===== src/rtl/shift_sched_if.sv =====
// -----------------------------------------------------------------------------
// shift_sched_if
// Requester-side handshake bundle for shift_sched: two word producers, each with
// a valid/ready pair and a WIDTH-bit parallel word.
//
// Signals
//   req0_valid_i / req1_valid_i  producer holds a word
//   req0_data_i  / req1_data_i   producer word, held stable until ready
//   req0_ready_o / req1_ready_o  word taken on this cycle's rising edge if valid
//
// Modports
//   slave  : the scheduler (consumes valid/data, drives ready)
//   master : a producer    (drives valid/data, observes ready)
// -----------------------------------------------------------------------------
interface shift_sched_if #(
  parameter int WIDTH = 4
);
  logic             req0_valid_i;
  logic [WIDTH-1:0] req0_data_i;
  logic             req0_ready_o;
  logic             req1_valid_i;
  logic [WIDTH-1:0] req1_data_i;
  logic             req1_ready_o;

  modport slave (
    input  req0_valid_i, req0_data_i, req1_valid_i, req1_data_i,
    output req0_ready_o, req1_ready_o
  );

  modport master (
    output req0_valid_i, req0_data_i, req1_valid_i, req1_data_i,
    input  req0_ready_o, req1_ready_o
  );
endinterface


===== src/rtl/shift_sched.sv =====
// -----------------------------------------------------------------------------
// shift_sched
// Round-robin scheduler and serializer for the bit-serial shift-register
// datapath. One of two requesters is granted while idle, its word is captured
// and driven MSB-first on x_o with a frame strobe, then the line is held idle
// for GAP cycles before the next grant. Frame period is WIDTH+GAP+1 cycles.
//
// Parameters
//   WIDTH  bits per frame (2..16)
//   GAP    idle cycles between frames (0..15)
//
// Ports
//   clk      rising-edge clock
//   reset    synchronous, active-high reset
//   req_if   requester handshakes (slave modport); ready is combinational
//   x_o      serial data, registered
//   frame_o  high while x_o carries a frame bit, registered
//   src_o    requester being shifted, registered, held after the frame
//   busy_o   scheduler is not idle
//   done_o   one-cycle pulse on the last bit of a frame, registered
// -----------------------------------------------------------------------------
module shift_sched #(
  parameter int WIDTH = 4,
  parameter int GAP   = 1
) (
  input  logic         clk,
  input  logic         reset,
  shift_sched_if.slave req_if,
  output logic         x_o,
  output logic         frame_o,
  output logic         src_o,
  output logic         busy_o,
  output logic         done_o
);

  localparam int CNT_W = (WIDTH > 2) ? $clog2(WIDTH) : 1;
  localparam int GAP_W = (GAP > 0) ? $clog2(GAP + 1) : 1;
  localparam logic [CNT_W-1:0] BIT_LAST = CNT_W'(WIDTH - 1);
  localparam logic [GAP_W-1:0] GAP_LAST = GAP_W'((GAP > 0) ? GAP - 1 : 0);

  typedef enum logic [1:0] {
    S_IDLE,
    S_SHIFT,
    S_GAP
  } state_t;

  state_t           r_state;
  logic             r_last;
  logic [WIDTH-1:0] r_shreg;
  logic [CNT_W-1:0] r_bit_cnt;
  logic [GAP_W-1:0] r_gap_cnt;
  logic             r_x;
  logic             r_frame;
  logic             r_src;
  logic             r_done;

  state_t           w_nxt_state;
  logic             w_nxt_last;
  logic [WIDTH-1:0] w_nxt_shreg;
  logic [CNT_W-1:0] w_nxt_bit_cnt;
  logic [GAP_W-1:0] w_nxt_gap_cnt;
  logic             w_nxt_x;
  logic             w_nxt_frame;
  logic             w_nxt_src;
  logic             w_nxt_done;

  logic             w_idle;
  logic             w_grant;
  logic             w_xfer;
  logic [WIDTH-1:0] w_data;

  // Grant: a lone requester wins; on a tie the one not served last wins.
  assign w_idle  = (r_state == S_IDLE);
  assign w_grant = (req_if.req0_valid_i & req_if.req1_valid_i) ? ~r_last
                                                               : req_if.req1_valid_i;
  assign req_if.req0_ready_o = w_idle & req_if.req0_valid_i & ~w_grant;
  assign req_if.req1_ready_o = w_idle & req_if.req1_valid_i &  w_grant;
  assign w_xfer = req_if.req0_ready_o | req_if.req1_ready_o;
  assign w_data = w_grant ? req_if.req1_data_i : req_if.req0_data_i;

  // Output registers are loaded one edge ahead, so the value computed here is
  // what appears on x_o/frame_o/done_o during the following cycle.
  always_comb begin
    // NOTE: every output of this block gets a default first; a path that
    // leaves one unassigned would infer a latch.
    w_nxt_state   = r_state;
    w_nxt_last    = r_last;
    w_nxt_shreg   = r_shreg;
    w_nxt_bit_cnt = r_bit_cnt;
    w_nxt_gap_cnt = r_gap_cnt;
    w_nxt_x       = 1'b0;
    w_nxt_frame   = 1'b0;
    w_nxt_src     = r_src;
    w_nxt_done    = 1'b0;

    case (r_state)
      S_IDLE: begin
        if (w_xfer) begin
          w_nxt_state   = S_SHIFT;
          w_nxt_shreg   = w_data;
          w_nxt_bit_cnt = BIT_LAST;
          w_nxt_last    = w_grant;
          w_nxt_src     = w_grant;
          w_nxt_x       = w_data[WIDTH-1];
          w_nxt_frame   = 1'b1;
        end
      end

      S_SHIFT: begin
        if (r_bit_cnt == '0) begin
          if (GAP > 0) begin
            w_nxt_state   = S_GAP;
            w_nxt_gap_cnt = GAP_LAST;
          end else begin
            w_nxt_state   = S_IDLE;
          end
        end else begin
          // Bit WIDTH-2 of the current register is the MSB after this shift.
          w_nxt_shreg   = r_shreg << 1;
          w_nxt_x       = r_shreg[WIDTH-2];
          w_nxt_frame   = 1'b1;
          w_nxt_done    = (r_bit_cnt == CNT_W'(1));
          w_nxt_bit_cnt = r_bit_cnt - 1'b1;
        end
      end

      S_GAP: begin
        if (r_gap_cnt == '0) begin
          w_nxt_state   = S_IDLE;
        end else begin
          w_nxt_gap_cnt = r_gap_cnt - 1'b1;
        end
      end

      default: w_nxt_state = S_IDLE;
    endcase
  end

  // Reset wins over a transfer in the same cycle, so no word is taken then.
  always_ff @(posedge clk) begin
    if (reset) begin
      // NOTE: sequential state uses non-blocking assignments so every register
      // samples pre-edge values regardless of statement order.
      r_state   <= S_IDLE;
      r_last    <= 1'b1;
      r_shreg   <= '0;
      r_bit_cnt <= '0;
      r_gap_cnt <= '0;
      r_x       <= 1'b0;
      r_frame   <= 1'b0;
      r_src     <= 1'b0;
      r_done    <= 1'b0;
    end else begin
      r_state   <= w_nxt_state;
      r_last    <= w_nxt_last;
      r_shreg   <= w_nxt_shreg;
      r_bit_cnt <= w_nxt_bit_cnt;
      r_gap_cnt <= w_nxt_gap_cnt;
      r_x       <= w_nxt_x;
      r_frame   <= w_nxt_frame;
      r_src     <= w_nxt_src;
      r_done    <= w_nxt_done;
    end
  end

  assign x_o     = r_x;
  assign frame_o = r_frame;
  assign src_o   = r_src;
  assign done_o  = r_done;
  assign busy_o  = ~w_idle;

endmodule


===== src/flat_wrapper.sv =====
// flat-port wrapper written by rule: the top's interface ports become plain ports
module shift_sched_flat 
#(
  parameter int WIDTH = 4,
  parameter int GAP   = 1
)
  (clk, reset, x_o, frame_o, src_o, busy_o, done_o, req_if_req0_valid_i, req_if_req0_data_i, req_if_req1_valid_i, req_if_req1_data_i, req_if_req0_ready_o, req_if_req1_ready_o);
  shift_sched_if #(.WIDTH(WIDTH)) req_if_i ();
  input  logic clk;
  input  logic reset;
  output logic x_o;
  output logic frame_o;
  output logic src_o;
  output logic busy_o;
  output logic done_o;
  input wire logic [$bits(req_if_i.req0_valid_i)-1:0] req_if_req0_valid_i;
  input wire logic [$bits(req_if_i.req0_data_i)-1:0] req_if_req0_data_i;
  input wire logic [$bits(req_if_i.req1_valid_i)-1:0] req_if_req1_valid_i;
  input wire logic [$bits(req_if_i.req1_data_i)-1:0] req_if_req1_data_i;
  output wire logic [$bits(req_if_i.req0_ready_o)-1:0] req_if_req0_ready_o;
  output wire logic [$bits(req_if_i.req1_ready_o)-1:0] req_if_req1_ready_o;
  assign req_if_i.req0_valid_i = req_if_req0_valid_i;
  assign req_if_i.req0_data_i = req_if_req0_data_i;
  assign req_if_i.req1_valid_i = req_if_req1_valid_i;
  assign req_if_i.req1_data_i = req_if_req1_data_i;
  assign req_if_req0_ready_o = req_if_i.req0_ready_o;
  assign req_if_req1_ready_o = req_if_i.req1_ready_o;
  shift_sched #(.WIDTH(WIDTH), .GAP(GAP)) u_core (.clk(clk), .reset(reset), .req_if(req_if_i), .x_o(x_o), .frame_o(frame_o), .src_o(src_o), .busy_o(busy_o), .done_o(done_o));
endmodule

===== config.mk =====
export PLATFORM = sky130hd
export DESIGN_NAME = shift_sched_flat
export DESIGN_NICKNAME = d
export VERILOG_FILES = /design/src/rtl/shift_sched_if.sv /design/src/rtl/shift_sched.sv /design/src/flat_wrapper.sv
export SDC_FILE = /design/constraint.sdc
export NUM_CORES = 1
export LEC_CHECK = 0
export BUFFER_PORTS_ARGS = -buffer_cell sky130_fd_sc_hd__buf_2
export CAP_MARGIN = 5
export CELL_PAD_IN_SITES_DETAIL_PLACEMENT = 1
export CELL_PAD_IN_SITES_GLOBAL_PLACEMENT = 1
export CORE_MARGIN = 2
export CORE_UTILIZATION = 34
export DETAILED_ROUTE_END_ITERATION = 16
export HOLD_SLACK_MARGIN = 0.08
export PLACE_DENSITY_LB_ADDON = 0.1
export SLEW_MARGIN = 20
export SYNTH_ARGS = -nofsm -noshare
export SYNTH_HDL_FRONTEND = slang
export SYNTH_SLANG_ARGS = --single-unit

===== constraint.sdc =====
create_clock -name clk -period 2.1 [get_ports clk]
set_input_delay 0.21 -clock clk [delete_from_list [all_inputs] [get_ports clk]]
set_output_delay 0.21 -clock clk [all_outputs]
set_load 0.02 [all_outputs]

# Yosys cells after proc, flatten, opt, wreduce, memory -nomap -nowiden
# Cells that the tools add are included.
# Widths: inputs -> output; s select.
[op_classes]
mux = 21
reduce_logical = 9
eq_ne = 7
n_bitwise = 10
n_addsub = 2
[op_table]
columns = ["cell", "n"]
rows = [
  ["$mux 2", 5],
  ["$mux 1", 7],
  ["$mux 3", 2],
  ["$ne 2x2->1 const B", 3],
  ["$pmux 1 s2", 3],
  ["$pmux 2 s3", 1],
  ["$pmux 3 s2", 1],
  ["$reduce_and 3->1", 2],
  ["$and 1x1->1", 5],
  ["$eq 2x1->1 const B", 2],
  ["$logic_not 2->1", 2],
  ["$mux 4", 1],
  ["$not 1->1", 4],
  ["$pmux 2 s2", 1],
  ["$reduce_and 2->1", 2],
  ["$reduce_bool 2->1", 2],
  ["$reduce_or 3->1", 1],
  ["$eq 2x2->1 const B", 1],
  ["$ne 2x1->1 const B", 1],
  ["$sub 2x1->2 const B", 1],
  ["$or 1x1->1", 1],
  ["$sub 1x1->1 const B", 1],
]
[totals]
out_inout_bits = 7
word_cells = 58
register_bits = 13

# Logic depth before layout (Yosys ltp)
# Gate-level depths: netlist of run 1.
[logic_depth]
word_depth = 7
ltp_mapped = 6

# Least setup slack after synthesis of run 1
# OpenSTA, ideal clock, no wires.
[synth_path]
path_kind = "reg-to-reg"
from = "register u_core.r_bit_cnt[0]"
to = "register u_core.r_shreg[1]"
setup_time_ns = 0.134
arrival_time_ns = 1.379
stages_incl_launch_ff = 7
t_required_ns = 1.966
period_less_slack_ns = 1.513
slack_ns = 0.587
n_path_buf = 1
cell_sequence = "dfxtp_1 > inv_1 > ha_1 > clkbuf_1 > or3b_2 > a21oi_1 > a311oi_1"
[synth_between]
elab_chain_len = 3
[synth_lines]
columns = ["item", "line", "rtl"]
rows = [
  ["from (decl)", "shift_sched.sv:50", "logic [CNT_W-1:0] r_bit_cnt;"],
  ["from (signal assigned)", "shift_sched.sv:157", "r_bit_cnt <= w_nxt_bit_cnt;"],
  ["$logic_not 2->1", "shift_sched.sv:110", "if (r_bit_cnt == '0) begin"],
  ["$ne 2x2->1 (no line)", "-", ""],
  ["$reduce_and 3->1 (no line)", "-", ""],
  ["to (signal assigned)", "shift_sched.sv:156", "r_shreg <= w_nxt_shreg;"],
  ["to (decl)", "shift_sched.sv:49", "logic [WIDTH-1:0] r_shreg;"],
]
# Every way passes these cells.
# A chain may end at the register's enable or synchronous reset.

# Worst setup path after layout of run 1
[layout_path]
from = "register u_core.r_bit_cnt[0]"
to = "register u_core.r_shreg[0]"
# Same word-level chain as after synthesis.

==> flow_summary_export.csv, run 1 <==
group,metric,value,unit
outcome,status,"completed",
global_route,antenna_found_initial,0,
sta,fin_ws,0.463,ns
yosys,syn-num-nets,80,
final_layout,area_growth,20.3,%
yosys,syn_area,597,sq um
floorplan,initial_core_util,35.3,%
placement,gp_congestion,0.729,
route,viasPerCell,5.60,
yosys,yosysWarnings,0,
clock_tree,cts_hold_buf,0,
sta,skew,0.00111,ns
global_route,grt_pass1_vias,534,
global_route,gr-total-overflow,0,
yosys,synth_flop_cell,"dfxtp_1",
floorplan,dieHeight,45.9,um
critical_path,end_kind,"register",
global_route,grt_start_max_net_pins,14,
yosys,yosysUniqueCellTypes,29,
placement,io_buffers,18,
clock_tree,clkTransAtPathRegs,0.08,ns
route,drtPass1Iterations,3,
sta,max_slew_margin,69.2,%
floorplan,core,0.00169,sq mm
final_layout,final_net_count,98,
yosys,synth_largest_area_cell,"dfxtp_1",
placement,preCtsSetupSlack,0.464,ns
worst_hold_path,holdCritPathClass,"input port to register",
clock_tree,clockRootBuffer,"clkbuf_4",
sta,rsz0062_at_grt,"false",
yosys,synth.top_cells.by_count,"dfxtp_1 (12), a21oi_1 (7), nand3_1 (6), nor2_1 (5)",
clock_tree,numCtsBuffers,3,
yosys,yosys.area.top_type_share,40.3,%
clock_tree,cts_setup_buffers,0,
route,vias,560,
yosys,synth_area_leaders,"dfxtp_1 (40%), a21oi_1 (5.9%), a311oi_1 (5.9%), nand3_1 (5.0%), ha_1 (4.2%)",
pwr,seq_power_share,41.7,%
floorplan,die_w,45.9,um
sta,worstMarginPinSlew,0.462,ns
yosys,synth_area_per_cell,9.04,sq um
job,cap_violations,0,
route,wl_per_cell,15.3,um
clock_tree,cts_sinks,12,
route,routed_wl,1530,um
pwr,p_sw_share,34.1,%
worst_hold_path,min_path_cells,3,
floorplan,die_area,0.00211,sq mm
sta,slew_violations,0,
pwr,p_int,0.469,mW
yosys,synth.most_common_cell,"dfxtp_1",
critical_path,crit_fanout,9,
final_layout,drive_gt1_share,30.1,%
clock_tree,post_cts_resized,0,
critical_path,worstRegToRegCells,5,
pwr,clkPwrFrac,26.2,%
clock_tree,clockBufferDepth,2,
critical_path,worst-endpoint-arrival,1.82,ns
floorplan,io_pins,19,
final_layout,fillers,219,
sta,fin_crit_sh,78.0,%
critical_path,required,2.29,ns
final_layout,antenna_cells,0,
pwr,switchingPower,0.243,mW
clock_tree,htreeDepth,1,
pwr,p_leak,0.319,nW
sta,setup_tns,0,ns
clock_tree,clkLatencyLatePin,0.27,ns
sta,setup_viol,0,
global_route,grt_pass1_wl,2440,um
yosys,synth_edf_count,0,
sta,hold_viol,0,
route,drt_iter0_markers,2,
placement,dp_hpwl,1160,um
pwr,ir_drop,381,uV
sta,min_period,1.64,ns
critical_path,crit_type,"register to register",
yosys,synthArstFlopShare,0,%
sta,clock.fmax,0.611,GHz
global_route,grt_usage,17.1,%
clock_tree,cts_tree,"yes",
route,postRouteAntennaNets,0,
floorplan,rows,15,
route,drc,0,
critical_path,start_kind,"register",
pwr,comb_power_share,32.0,%
critical_path,r2r_slack,0.46,ns
yosys,seq_area_frac_synth,40.3,%
yosys,yosys_register_bits,12,
pwr,powerDensity,992,mW/mm^2
yosys,synthCells,66,
## logic make-up (layout without fill, tap and decap cells)
| logic type | count (synthesis) | after routing | share of synthesized area, % |
|---|---|---|---|
| AOI/OAI and AO/OA | 21 | 21 | 24.3 |
| adders and majority gates | 2 | 2 | 4.19 |
| buffers and inverters | 7 | 24 | 5.66 |
| DFF | 12 | 12 | 40.3 |
| muxes | 1 | 1 | 1.68 |
| and+or+nand+nor | 23 | 23 | 23.9 |
## final timing paths
check,to,startpoint
worst min register to register,u_core.src_o,u_core.src_o
worst max-delay path,u_core.r_shreg[0],u_core.r_bit_cnt[0]
worst max register to register,u_core.r_shreg[0],u_core.r_bit_cnt[0]
worst min-delay path,u_core.r_shreg[1],req_if_req0_data_i[1]
## per-stage QoR
step	util, %	total power, mW	cell area, sq um	hold WS, ns	cells
2_1_floorplan	-	0.468	597	0.304	66
6_report	42.5	0.712	718	0.208	100
3_5_place_dp	40.4	0.534	682	0.478	96
3_3_place_gp	40.4	0.528	682	0.467	96
4_1_cts	42.5	0.722	718	0.208	100
5_1_grt	42.5	0.767	718	0.195	100
## layout make-up
| class | instances | area (sq um) | area share [%] |
|---|---|---|---|
| Tap cell | 17 | 21.3 | 2.96 |
| Sequential cell | 12 | 240 | 33.4 |
| Multi-Input combinational cell | 47 | 323 | 44.9 |
| Clock buffer | 4 | 36.3 | 5.05 |
| Timing Repair Buffer | 18 | 90.1 | 12.5 |
| Inverter | 2 | 7.51 | 1.05 |
## placed cells by master, fill, tap and decap left out, drive strengths merged, types with 2 or more instances in the layout
| cell | count |
|---|---|
| buf | 18 |
| dfxtp | 12 |
| a21oi | 7 |
| nand3 | 6 |
| nor2 | 5 |
| a311oi | 4 |
| clkbuf | 4 |
| inv | 2 |
| or3 | 2 |
| o31ai | 2 |
| nor3b | 2 |
| ha | 2 |
| or3b | 2 |
| o21ai | 2 |
## sequential cells by signal, summed over array words and instances (netlist names)
register and count:
u_core.r_bit_cnt 2, u_core.done_o 1, u_core.frame_o 1, u_core.x_o 1, u_core.r_last 1, u_core.r_shreg 3, u_core.r_state 2, u_core.src_o 1
## critical path, stage by stage (launching register included)
cell	delay (ns)
dfxtp_1	0.38
inv_1	0.06
ha_1	0.29
a21oi_1	0.44
a21oi_1	0.13
a311oi_1	0.25
## layer usage
layer  wire (um)  part of all wire (%)  global-route usage, %  vias up
met5           0                     0                      0        -
li1            -                     -                      -      282
met4          22                   1.4                   10.3        0
met2         717                    47                   28.1       10
met3          46                   3.0                   4.76        4
met1         739                    48                   19.5      264
## power groups by stage
stage	sequential (mW)	combinational [mW]	clock (mW)
floorplan	0.306	0.162	0
global placement	0.300	0.227	0
detailed placement	0.303	0.231	0
CTS	0.298	0.232	0.192
global route	0.304	0.254	0.209
finish	0.297	0.228	0.187
No activity file was read; power rests on OpenSTA's default activity.
==> run 2, diff against run 1 <==
--- a/config.mk
+++ b/config.mk
@@ -10,7 +10,7 @@
 export CELL_PAD_IN_SITES_DETAIL_PLACEMENT = 1
 export CELL_PAD_IN_SITES_GLOBAL_PLACEMENT = 1
 export CORE_MARGIN = 2
-export CORE_UTILIZATION = 34
+export CORE_UTILIZATION = 31
 export DETAILED_ROUTE_END_ITERATION = 16
 export HOLD_SLACK_MARGIN = 0.08
 export PLACE_DENSITY_LB_ADDON = 0.1
==> constraint.sdc (replaced) <==
create_clock -name clk -period 1.5 [get_ports clk]
set_input_delay 0.15 -clock clk [delete_from_list [all_inputs] [get_ports clk]]
set_output_delay 0.15 -clock clk [all_outputs]
set_load 0.02 [all_outputs]
==> run 2 against run 1 <==
Worst setup slack got worse by 0.40 ns. Register-to-register slack lost 0.37 ns. Critical path type is now register to primary output. Count of clock-buffer cells in the layout did not move. Sequential power is 39% higher. Non-clock buffer count rose by 5. Die area rose by 8.8%. Routed wire length rose by 1.0%. Total power up 48%. Largest power group unchanged.
==> flow_summary_export.csv, run 2 (same netlist as run 1, synthesis figures left out) <==
group,metric,value,unit
critical_path,crit_fanout,9,
clock_tree,htreeDepth,1,
final_layout,stdcell_count,113,
placement,dp_hpwl,1120,um
clock_tree,clockBufferDepth,2,
sta,clock.fmax,0.695,GHz
final_layout,final_net_count,103,
sta,hold_viol,0,
route,drt_iter0_markers,2,
sta,setup_tns,0,ns
final_layout,design_area,778,sq um
pwr,clkPwrFrac,25.1,%
critical_path,required,1.35,ns
sta,skew,0.00185,ns
critical_path,crit_path_start,"u_core.r_state[0]",
route,met3_length,59,um
floorplan,die_w,47.9,um
worst_hold_path,holdCritPathClass,"input port to register",
pwr,comb_power_share,35.9,%
global_route,grt_usage,17.8,%
placement,dpl_cell_area,729,sq um
route,wl_per_cell,13.6,um
floorplan,initial_core_util,33.8,%
final_layout,area_growth,30.4,%
global_route,grt_pass1_vias,555,
route,postRouteAntennaNets,0,
sta,max_slew_margin,75.0,%
clock_tree,clkTransAtPathRegs,0.08,ns
route,vias,586,
floorplan,core,0.00176,sq mm
final_layout,biggestRegsByFlops,"u_core.r_shreg: 3 flops, u_core.r_bit_cnt: 2 flops, u_core.r_state: 2 flops",
sta,timing.hold.ws,0.141,ns
clock_tree,cts_sinks,12,
route,wl_met2,721,um
sta,rsz0062_at_grt,"false",
sta,min_period,1.44,ns
final_layout,utilization,44.1,%
outcome,status,"completed",
critical_path,cp_slowest_cell,"or3b_4",
global_route,gr-total-overflow,0,
clock_tree,clkLatencyLatePin,0.28,ns
final_layout,antenna_cells,0,
sta,setup_viol,0,
global_route,grt_pass1_wl,2720,um
placement,gp_congestion,0.717,
route,routed_wl,1540,um
floorplan,die_area,0.00229,sq mm
clock_tree,numCtsBuffers,3,
final_layout,final_cell_mix,"buf_2 (17), dfxtp_1 (10), a21oi_1 (7), nand3_1 (6), buf_4 (6)",
route,met1_length,747,um
critical_path,start_kind,"register",
sta,fin_crit_sh,95.9,%
floorplan,rows,15,
clock_tree,cts_tree,"yes",
worst_hold_path,min-delay-start,"req_if_req0_data_i[1]",
floorplan,io_pins,19,
route,drtPass1Iterations,2,
critical_path,crit_path_cell_trace,"or3b_4 -> nor2_1 -> buf_4",
floorplan,dieHeight,47.9,um
sta,worstMarginPinSlew,0.374,ns
pwr,switchingPower,0.352,mW
pwr,p_sw_share,33.3,%
route,top_layer,"met4",
critical_path,crit_type,"register to primary output",
critical_path,worst-endpoint-arrival,1.29,ns
pwr,ir_drop,672,uV
clock_tree,cts_setup_buffers,0,
critical_path,slowest_delay,0.39,ns
final_layout,drive_gt1_share,38.6,%
critical_path,end_kind,"primary output",
job,cap_violations,0,
final_layout,layout_commonest_cell,"buf_2",
placement,placed_cells,109,
pwr,seq_power_share,39.1,%
pwr,p_int,0.705,mW
global_route,grt_start_max_net_pins,14,
final_layout,top_register,"u_core.r_shreg",
global_route,antenna_found_initial,0,
pwr,p_leak,0.343,nW
route,drc,0,
pwr,powerDensity,1360,mW/mm^2
final_layout,largest_reg_flops,3,
placement,io_buffers,18,
route,viasPerCell,5.19,
clock_tree,clockRootBuffer,"clkbuf_4",
sta,slew_violations,0,
critical_path,regToRegStartpoint,"u_core.r_bit_cnt[0]",
run 2: worst paths after layout:
check        slack, ns  cells after the start             endpoint
max               0.06                      3  req_if_req0_ready_o
min               0.14                      3    u_core.r_shreg[1]
max reg2reg       0.09                      5    u_core.r_shreg[1]
min reg2reg       0.50                      2         u_core.src_o
run 2: critical path: cells and delay by family, from the launching register on:
kind	cells	cell delay, ns
AND/OR/NAND/NOR	2	0.49
flip-flops	1	0.37
buffers and inverters	1	0.15
run 2: per-stage QoR:
stage | power (mW) | setup slack [ns]
floorplan | 0.657 | 0.00608
global placement | 0.782 | 0.0425
detailed placement | 0.787 | 0.0291
CTS | 1.07 | 0.0118
global route | 1.13 | 0.0124
finish | 1.06 | 0.0609
run 2: repair_timing:
| item | in CTS | in global routing |
|---|---|---|
| endpoints found under the hold margin | 0 | 0 |
| resized for setup | 2 | 4 |
| hold buffers | 0 | 0 |
| setup endpoints to repair | 1 | 6 |
| pin swaps | 0 | 0 |
run 2: routing by layer:
layer	up-vias	global-route usage, %
met4	0	8.11
met3	2	5.66
met2	14	25.9
met1	277	23.9
li1	293	-
met5	-	0
run 2: area by class of cell:
cell class                 instances  area (sq um)
fill                             242           986
multi-input combinational         47           328
inverter                           2          7.51
clock buffer                       4          36.3
tap                               25          31.3
timing repair buffer              23           130
sequential                        12           245
run 2: power by group through the flow:
stage / Combinational [mW] / Clock, mW / Sequential [mW]
after global routing: 0.421 / 0.290 / 0.423
final: 0.379 / 0.265 / 0.413
after global placement: 0.365 / 0 / 0.417
after CTS: 0.377 / 0.279 / 0.411
after floorplan: 0.229 / 0 / 0.428
after detailed placement: 0.371 / 0 / 0.416
==> run 3, diff against run 2 <==
--- a/config.mk
+++ b/config.mk
@@ -10,7 +10,7 @@
 export CELL_PAD_IN_SITES_DETAIL_PLACEMENT = 1
 export CELL_PAD_IN_SITES_GLOBAL_PLACEMENT = 1
 export CORE_MARGIN = 2
-export CORE_UTILIZATION = 31
+export CORE_UTILIZATION = 37
 export DETAILED_ROUTE_END_ITERATION = 16
 export HOLD_SLACK_MARGIN = 0.08
 export PLACE_DENSITY_LB_ADDON = 0.1
==> constraint.sdc (replaced) <==
create_clock -name clk -period 1.75 [get_ports clk]
set_input_delay 0.175 -clock clk [delete_from_list [all_inputs] [get_ports clk]]
set_output_delay 0.175 -clock clk [all_outputs]
set_load 0.02 [all_outputs]
==> run 3 against run 2 <==
Combinational power is 21% lower. Global-route usage is 1.9 points higher. Count of clock-buffer cells in the layout unchanged. Worst setup slack better by 0.13 ns. Via count down 2.4%.
==> flow_summary_export.csv, run 3 (same netlist as run 1, synthesis figures left out) <==
group,metric,value,unit
critical_path,crit_path_start,"u_core.r_bit_cnt[0]",
floorplan,die_area,0.00195,sq mm
clock_tree,numCtsBuffers,3,
clock_tree,cts_sinks,12,
critical_path,crit_path_cell_trace,"inv_1 -> ha_1 -> or3b_2 -> a21oi_1 -> a311oi_1",
clock_tree,post_cts_resized,0,
critical_path,cp_slowest_cell,"or3b_2",
global_route,use_met3,3.67,%
sta,clock.fmax,0.639,GHz
clock_tree,cts_hold_buf,0,
critical_path,crit_fanout,9,
critical_path,required,1.90,ns
floorplan,io_pins,19,
sta,setup_tns,0,ns
critical_path,start_kind,"register",
clock_tree,htreeDepth,1,
final_layout,top_register,"u_core.r_shreg",
sta,hold_viol,0,
clock_tree,clockBufferDepth,2,
sta,min_period,1.56,ns
worst_hold_path,holdCritPathClass,"input port to register",
clock_tree,cts_setup_buffers,0,
pwr,ir_drop,547,uV
route,drt_iter0_markers,5,
floorplan,dieHeight,44.2,um
sta,fin_crit_sh,89.4,%
final_layout,stdcell_count,101,
sta,worstMarginPinSlew,0.309,ns
route,viasPerCell,5.66,
worst_hold_path,min-delay-start,"req_if_req0_data_i[2]",
global_route,grt_pass1_wl,2730,um
route,vias,572,
placement,io_buffers,18,
final_layout,area_growth,22.6,%
global_route,top_usage_layer,"met2",
critical_path,end_kind,"register",
global_route,met1_usage,24.6,%
global_route,use_met2,32.9,%
critical_path,worst-endpoint-arrival,1.72,ns
clock_tree,clkTransAtPathRegs,0.08,ns
route,drc,0,
global_route,gr-total-overflow,0,
critical_path,crit_type,"register to register",
outcome,status,"completed",
sta,max_slew_margin,79.3,%
final_layout,final_net_count,100,
global_route,grt_usage,19.8,%
placement,gp_congestion,0.753,
pwr,p_leak,0.328,nW
final_layout,drive_gt1_share,31.8,%
critical_path,regToRegStartpoint,"u_core.r_bit_cnt[0]",
critical_path,slowest_delay,0.46,ns
placement,placed_cells,97,
final_layout,largest_reg_flops,3,
sta,setup_viol,0,
final_layout,final_cell_mix,"buf_2 (18), dfxtp_1 (12), a21oi_1 (7), nand3_1 (6), nor2_1 (5)",
sta,skew,0.00244,ns
route,routed_wl,1640,um
sta,slew_violations,0,
final_layout,biggestRegsByFlops,"u_core.r_shreg: 3 flops, u_core.r_bit_cnt: 2 flops, u_core.r_state: 2 flops",
global_route,antenna_found_initial,0,
floorplan,core,0.00151,sq mm
route,wl_per_cell,16.2,um
final_layout,layout_commonest_cell,"buf_2",
floorplan,rows,14,
placement,dp_hpwl,1230,um
global_route,grt_start_max_net_pins,14,
clock_tree,cts_tree,"yes",
route,postRouteAntennaNets,0,
job,cap_violations,0,
final_layout,antenna_cells,0,
route,drtPass1Iterations,4,
floorplan,initial_core_util,39.6,%
pwr,powerDensity,1200,mW/mm^2
sta,rsz0062_at_grt,"false",
clock_tree,clkLatencyLatePin,0.27,ns
floorplan,die_w,44.2,um
clock_tree,clockRootBuffer,"clkbuf_4",
global_route,grt_pass1_vias,577,
==> run 3: layout make-up <==
| class | instances | area [sq um] |
|---|---|---|
| Inverter | 2 | 7.51 |
| Tap cell | 16 | 20.0 |
| Clock buffer | 4 | 36.3 |
| Sequential cell | 12 | 240 |
| Timing Repair Buffer | 20 | 105 |
| Fill cell | 200 | 774 |
| Multi-Input combinational cell | 47 | 323 |
==> run 3: worst paths after layout <==
kind                  endpoint  slack, ns  cells past startpoint
max          u_core.r_shreg[1]       0.19                      5
min          u_core.r_shreg[2]       0.17                      3
max reg2reg  u_core.r_shreg[1]       0.19                      5
min reg2reg       u_core.src_o       0.50                      2
==> run 3: where the power goes <==
part           internal (mW)  switching [mW]
logic                  0.129           0.169
registers              0.321          0.0348
clock network          0.126          0.0974
==> run 3: routing by layer <==
| metal | share of wire (%) | routed length, um |
|---|---|---|
| met4 | 1.0 | 17 |
| met5 | 0 | 0 |
| met2 | 50 | 812 |
| met3 | 2.0 | 32 |
| met1 | 47 | 777 |
==> run 3: metrics by stage <==
step | setup slack [ns] | utilization (%) | area [sq um] | total power, mW | hold WS (ns)
finish | 0.186 | 48.6 | 732 | 0.877 | 0.175
floorplan | 0.237 | - | 597 | 0.561 | 0.269
global placement | 0.249 | 46.2 | 696 | 0.646 | 0.441
global route | 0.0714 | 48.6 | 732 | 0.941 | 0.168
detailed placement | 0.191 | 46.2 | 696 | 0.661 | 0.466
CTS | 0.170 | 48.6 | 732 | 0.884 | 0.174
==> run 3: critical path: cells and delay by family (launching register included) <==
family | cells | cell delay, ns
buffers and inverters | 1 | 0.06
DFF | 1 | 0.39
adders and majority gates | 1 | 0.29
AOI/OAI and AO/OA | 2 | 0.24
and+or+nand+nor | 1 | 0.46
